==> config.mk <==
export PLATFORM = sky130hd
export DESIGN_NAME = oam_scan
export DESIGN_NICKNAME = d
export VERILOG_FILES = /design/src/rtl/ppu_pkg.sv /design/src/rtl/oam_sprite_buf.sv /design/src/rtl/oam_scan.sv
export SDC_FILE = /design/constraint.sdc
export NUM_CORES = 1
export LEC_CHECK = 0
export BUFFER_PORTS_ARGS = -buffer_cell sky130_fd_sc_hd__clkbuf_2
export CAP_MARGIN = 20
export CORE_MARGIN = 1
export CORE_UTILIZATION = 35
export CTS_BUF_LIST = sky130_fd_sc_hd__clkbuf_16
export DETAILED_ROUTE_END_ITERATION = 12
export PLACE_DENSITY = 0.53
export SLEW_MARGIN = 10
export SYNTH_ARGS = -nofsm -noshare
export SYNTH_HDL_FRONTEND = slang
export SYNTH_HIERARCHICAL = 1
export SYNTH_SLANG_ARGS = --single-unit
export TNS_END_PERCENT = 50
==> constraint.sdc <==
create_clock -name clk -period 5.7 [get_ports clk]
set_clock_uncertainty 0.15 [all_clocks]
set_input_delay 0.285 -clock clk [delete_from_list [all_inputs] [get_ports clk]]
set_output_delay 0.285 -clock clk [all_outputs]
set_load 0.05 [all_outputs]
==> src/rtl/ppu_pkg.sv <==
// Shared PPU types and constants for the OAM scanner and its sprite buffer.
package ppu_pkg;

   typedef enum logic {
      S_IDLE,
      S_SCAN
   } scan_state_e;

   typedef struct packed {
      logic [7:0] flags;
      logic [7:0] tile;
      logic [7:0] x;
      logic [7:0] y;
   } oam_entry_t;

   typedef struct packed {
      logic [5:0] idx;
      oam_entry_t ent;
   } spr_rec_t;

   localparam int unsigned OAM_ENTRIES = 40;
   localparam int unsigned MAX_SPRITES = 10;
   localparam int unsigned SCAN_WORDS  = 80;
   localparam int unsigned Y_OFFSET    = 16;
   localparam int unsigned SPR_W       = 38;

   // Line/Y compare is done in 9 bits so LY+16 and Y+H never wrap.
   function automatic logic in_window(input logic [7:0] ly, input logic [7:0] y,
                                      input logic tall);
      logic [8:0] line;
      logic [8:0] top;
      logic [8:0] h;
      line = {1'b0, ly} + 9'(Y_OFFSET);
      top  = {1'b0, y};
      h    = tall ? 9'd16 : 9'd8;
      return (line >= top) && (line < (top + h));
   endfunction

endpackage

==> src/rtl/oam_sprite_buf.sv <==
// Selected-sprite storage: 10 x 38-bit registers, one write port,
// one combinational read port, cleared asynchronously on rstN.
module oam_sprite_buf
   import ppu_pkg::*;
(
   input  logic             clk,
   input  logic             rstN,
   input  logic             we_i,
   input  logic [3:0]       waddr_i,
   input  logic [SPR_W-1:0] wdata_i,
   input  logic [3:0]       raddr_i,
   output logic [SPR_W-1:0] rdata_o
);

   logic [SPR_W-1:0] mem_q [MAX_SPRITES];

   always_ff @(posedge clk or negedge rstN) begin
      if (!rstN) begin
         for (int unsigned i = 0; i < MAX_SPRITES; i++) begin
            mem_q[i] <= '0;
         end
      end else if (we_i && (waddr_i < 4'(MAX_SPRITES))) begin
         mem_q[waddr_i] <= wdata_i;
      end
   end

   assign rdata_o = (raddr_i < 4'(MAX_SPRITES)) ? mem_q[raddr_i] : '0;

endmodule

==> src/rtl/oam_scan.sv <==
// PPU mode-2 OAM scanner: reads 80 OAM words and keeps up to 10 sprites on LY.
// Build option: define OAM_SCAN_XZERO_REJECT_EN to reject entries with X = 0.
module oam_scan
   import ppu_pkg::*;
(
   input  logic        clk,
   input  logic        rstN,
   input  logic        START,
   input  logic [7:0]  LY,
   input  logic        OBJ_SIZE,
   output logic        OAM_RD,
   output logic [6:0]  OAM_ADDR,
   input  logic [15:0] OAM_DATA_in,
   output logic        BUSY,
   output logic        DONE,
   output logic [3:0]  SPR_COUNT,
   input  logic [3:0]  SPR_IDX,
   output logic [37:0] SPR_DATA
);

   // cnt_q = edges since START; word (cnt_q-1) is on OAM_DATA_in, so 80/81 are tail cycles.
   localparam logic [6:0] IssueEnd = 7'(SCAN_WORDS);
   localparam logic [6:0] DoneCnt  = 7'(SCAN_WORDS + 1);
   localparam logic [3:0] MaxSpr   = 4'(MAX_SPRITES);

   scan_state_e      state_q, state_d;
   logic [6:0]       cnt_q, cnt_d;
   logic [7:0]       ly_q, ly_d;
   logic             tall_q, tall_d;
   logic [7:0]       y_q, y_d;
   logic [7:0]       x_q, x_d;
   logic [3:0]       count_q, count_d;
   logic             done_q, done_d;
   logic [6:0]       word;
   logic             hit;
   logic             buf_we;
   spr_rec_t         buf_wdata;
   logic [SPR_W-1:0] buf_rdata;

   always_ff @(posedge clk or negedge rstN) begin
      if (!rstN) begin
         state_q <= S_IDLE;
         cnt_q   <= '0;
         ly_q    <= '0;
         tall_q  <= 1'b0;
         y_q     <= '0;
         x_q     <= '0;
         count_q <= '0;
         done_q  <= 1'b0;
      end else begin
         state_q <= state_d;
         cnt_q   <= cnt_d;
         ly_q    <= ly_d;
         tall_q  <= tall_d;
         y_q     <= y_d;
         x_q     <= x_d;
         count_q <= count_d;
         done_q  <= done_d;
      end
   end

   always_comb begin
      hit = in_window(ly_q, y_q, tall_q);
`ifdef OAM_SCAN_XZERO_REJECT_EN
      hit = hit && (x_q != '0);
`endif
   end

   always_comb begin
      state_d   = state_q;
      cnt_d     = cnt_q;
      ly_d      = ly_q;
      tall_d    = tall_q;
      y_d       = y_q;
      x_d       = x_q;
      count_d   = count_q;
      done_d    = 1'b0;
      buf_we    = 1'b0;
      buf_wdata = '0;
      word      = cnt_q - 7'd1;
      unique case (state_q)
         S_IDLE: begin
            if (START) begin
               state_d = S_SCAN;
               cnt_d   = '0;
               ly_d    = LY;
               tall_d  = OBJ_SIZE;
               count_d = '0;
            end
         end
         S_SCAN: begin
            cnt_d = cnt_q + 7'd1;
            if ((cnt_q >= 7'd1) && (cnt_q <= IssueEnd)) begin
               if (!word[0]) begin
                  y_d = OAM_DATA_in[7:0];
                  x_d = OAM_DATA_in[15:8];
               end else if (hit && (count_q < MaxSpr)) begin
                  buf_we              = 1'b1;
                  buf_wdata.idx       = word[6:1];
                  buf_wdata.ent.flags = OAM_DATA_in[15:8];
                  buf_wdata.ent.tile  = OAM_DATA_in[7:0];
                  buf_wdata.ent.x     = x_q;
                  buf_wdata.ent.y     = y_q;
                  count_d             = count_q + 4'd1;
               end
            end
            if (cnt_q == DoneCnt) begin
               state_d = S_IDLE;
               cnt_d   = '0;
               done_d  = 1'b1;
            end
         end
         default: state_d = S_IDLE;
      endcase
   end

   oam_sprite_buf u_buf (
      .clk     (clk),
      .rstN    (rstN),
      .we_i    (buf_we),
      .waddr_i (count_q),
      .wdata_i (buf_wdata),
      .raddr_i (SPR_IDX),
      .rdata_o (buf_rdata)
   );

   assign BUSY      = (state_q == S_SCAN);
   assign DONE      = done_q;
   assign OAM_RD    = (state_q == S_SCAN) && (cnt_q < IssueEnd);
   assign OAM_ADDR  = OAM_RD ? cnt_q : '0;
   assign SPR_COUNT = count_q;
   assign SPR_DATA  = (SPR_IDX < count_q) ? buf_rdata : '0;

endmodule

==> metrics.md <==
| Metric | Value |
|---|---|
| Syn Area/Cell | `13.1 sq um` |
| Pwr Density | `340 mW/mm^2` |
| Slew headroom | `34.1%` |
| Overall power | `7.83 mW` |
| # DRC | `0` |
| Mapped Area | `0.0203 sq mm` |
| Final #Nets | `1,661` |
| Maximum root-to-sink buffer count | `3` |
| Die W | `243 um` |
| Leak | `11.3 nW` |
| CP max FO | `38` |
| Die area | `0.0589 sq mm` |
| Floorplan Core Area | `0.0568 sq mm` |
| Register bit total from synthesis | `418` |
| Slowest cell on crit path | `nor4_2` |
| Top-count cell post-synth | `dfrtp_1` |
| Most used DFF post-synth | `dfrtp_1` |
| Initial antenna violation count | `1` |
| Post-DP HPWL | `31.6 mm` |
| CTS buffer count | `48` |
| CP required | `6.00 ns` |
| Clk sinks | `418` |
| R2r setup slk | `1.12 ns` |
| # fillers | `5,395` |
| Least-Margin Pin Slew | `0.988 ns` |
| Die height | `243 um` |
| Area grow syn2layout | `13.7%` |
| DR pass1 iterations | `4` |
| Routed vias | `12,602` |
| Netlist cell types | `50` |
| Max-slew violations | `0` |
| Crit start category | `flip-flop` |
| Post-route minimum period | `4.58 ns` |
| Vias in the first global route | `13,343` |
| Critical R2R Capture | `u_buf/mem_q[209]` |
| Syn nets | `1,609` |
| Final Cell Area | `0.0230 sq mm` |
| Clk slew on worst S/H paths | `0.06 ns` |
| Sequential-to-total area share from yosys stat | `51.6%` |
| Placement Cell Area | `0.0213 sq mm` |
| Critical path cell sequence | `inv_1 > ha_1 > inv_1 > fa_1 > nor3_1 > xnor2_1 > ha_1 > o21ai_0 > nor2_1 > nor4_2 > and3_2 > buf_4 > nor3b_1 > nand3b_1 > buf_4 > mux2_2` |
| Starting Density | `35.7%` |
| Worst setup EP type | `flip-flop` |
| MaxCap Viol Count | `0` |
| CP Buf/Inv Count | `4` |
| FFs w/ async S/R, synth | `100%` |
| CP Class | `reg -> reg` |
| Mapped Cells | `1,552` |
| Synth top area share | `51.6%` |
| # port buffers | `83` |
| Achievable Freq | `218 MHz` |
| Crit path largest cell delay | `0.44 ns` |
| GRT overflow | `0` |
| Crit path DAT | `4.88 ns` |
| Status | `complete, no violations` |
| R2R cell count | `16` |
| Site Rows | `87` |
| Synth warn | `6` |
| IO Pins | `84` |
| Global-route wire length before repair | `82.2 mm` |
| Max VDD drop | `0.000201 V` |
| WL/cell | `22.1 um` |
| Share of cells above drive strength 1 | `36.9%` |
| Setup total negative slack | `0 ns` |
| Worst-Skew Late Latency | `0.57 ns` |
| EDFF count, synth | `0` |
| Pin count of the biggest net entering global routing | `164` |
| Unrepaired setup endpoints after global routing | `false` |
| Cts repair resizes | `0` |
| Synth top cells by count | `dfrtp_1, mux2_2, mux2i_1` |
| Final period utilization | `80.4%` |
| Worst path top cell family by delay | `simple AND/OR/NAND/NOR gates` |
| Final setup viols | `0` |
| Ranking of synthesized cells by area | `dfrtp_1, mux2_2, mux2i_1, and2_1, o22ai_1` |
| H-Tree Depth | `2` |
| Total GRT Usage | `18.2%` |
| Post-DRT Antenna Nets | `0` |
| Top cell type by total area after synthesis | `dfrtp_1` |
| Final Hold Vio Count | `0` |
| # diodes | `0` |
| Vias/cell | `5.26` |
| Reg-to-Reg Start | `tall_q` |
| Post-CTS repair timing setup buffer count | `0` |
| DRT iter0 DRCs | `685` |
| Final wirelength | `53.1 mm` |
| CTS tree | `yes` |
| GPL Wtd Cong | `0.762` |
| Min-delay worst type | `in -> async` |
| Hold buffers post-CTS | `27` |
| Root buffer cell | `clkbuf_16` |
==> sequential cells by signal (all words and copies together), names as in the netlist, 4 cells and up <==
signal,count
SPR_COUNT,4
u_buf/mem_q,380
cnt_q,7
x_q,8
ly_q,8
y_q,8
==> worst register-to-register path: cells and delay by family, from the launching register on <==
kind / cells / cell delay, ns
simple gates: 6 / 1.53
fa+ha+maj: 3 / 0.85
buf+inv: 4 / 0.84
mux: 1 / 0.41
flops: 1 / 0.38
compound gates: 1 / 0.16
xor+xnor: 1 / 0.15
==> cells by family after synthesis <==
| group | after synthesis | share of synthesized area (%) |
|---|---|---|
| flip-flops | 418 | 51.6 |
| buffers and inverters | 161 | 4.09 |
| AO/OA/AOI/OAI | 156 | 5.08 |
| adder cells (fa/ha/maj) | 25 | 1.58 |
| multiplexers | 573 | 31.6 |
| AND/OR/NAND/NOR | 208 | 5.56 |
| XOR/XNOR | 11 | 0.475 |
==> cells in the final DEF (no fill, tap or decap), types with 5 or more instances in the layout <==
cell type / netlist / final
inv_1: 20 / 34
xnor2_1: 5 / 5
o21ai_0: 42 / 42
mux2_2: 394 / 394
buf_12: 0 / 7
a221oi_1: 13 / 13
nand2b_1: 8 / 8
nor2b_1: 7 / 6
ha_1: 24 / 24
clkinv_2: 0 / 8
and2_1: 76 / 76
dfrtp_1: 418 / 418
mux4_2: 13 / 13
nand3_1: 6 / 6
nor2_1: 26 / 24
and3_1: 10 / 9
clkbuf_16: 0 / 49
dlygate4sd3_1: 0 / 27
nand2_1: 47 / 45
clkbuf_2: 0 / 81
xor2_1: 6 / 6
nand4_1: 6 / 6
mux2i_1: 164 / 164
clkinv_1: 0 / 11
o22ai_1: 49 / 49
a22oi_1: 26 / 26
buf_4: 22 / 24
a21o_1: 5 / 5
==> report_power, final <==
| part | internal, mW | total, mW | switching [mW] |
|---|---|---|---|
| clock network | 1.68 | 2.91 | 1.23 |
| registers | 3.28 | 3.48 | 0.193 |
| logic | 0.576 | 1.44 | 0.864 |
| total | 5.54 | 7.83 | 2.28 |
==> worst max path at each step <==
stage / startpoint / to / slack (ns) / cells after the start
finish: tall_q / u_buf/mem_q[209] / 1.12 / 16
CTS: tall_q / u_buf/mem_q[209] / 1.09 / 16
global placement: tall_q / u_buf/mem_q[326] / 1.12 / 14
global route: tall_q / u_buf/mem_q[209] / 0.85 / 16
floorplan: tall_q / u_buf/mem_q[17] / 1.67 / 18
detailed placement: tall_q / u_buf/mem_q[209] / 1.12 / 16
==> area by class of cell <==
type                    instances  area [sq um]  share of cell area [%]
flip-flops and latches        418         10500                    45.4
clock buffers                  49          1230                    5.32
clock inverters                39           246                    1.07
repair buffers                143          1060                    4.58
multi-input cells             973          9030                    39.2
inverters                      20          75.1                   0.326
well taps                     756           946                    4.11
==> per-stage QoR <==
stage	hold slack (ns)	cells	worst slack [ns]	util (%)
6_report	0.160	2398	1.12	40.6
5_1_grt	0.219	2398	0.849	40.6
3_3_place_gp	0.201	2280	1.12	37.4
3_5_place_dp	0.213	2283	1.12	37.5
2_1_floorplan	-0.161	1552	1.67	-
4_1_cts	0.179	2398	1.09	40.6
==> per-layer routing <==
layer / wire length (um) / track usage, % / vias up
met2: 26300 / 30.8 / 185
met1: 23800 / 24.3 / 6677
met5: 0 / 0 / -
met4: 1080 / 5.05 / 0
met3: 1900 / 2.55 / 72
li1: - / - / 5668
No activity file was read; power rests on OpenSTA's default activity.
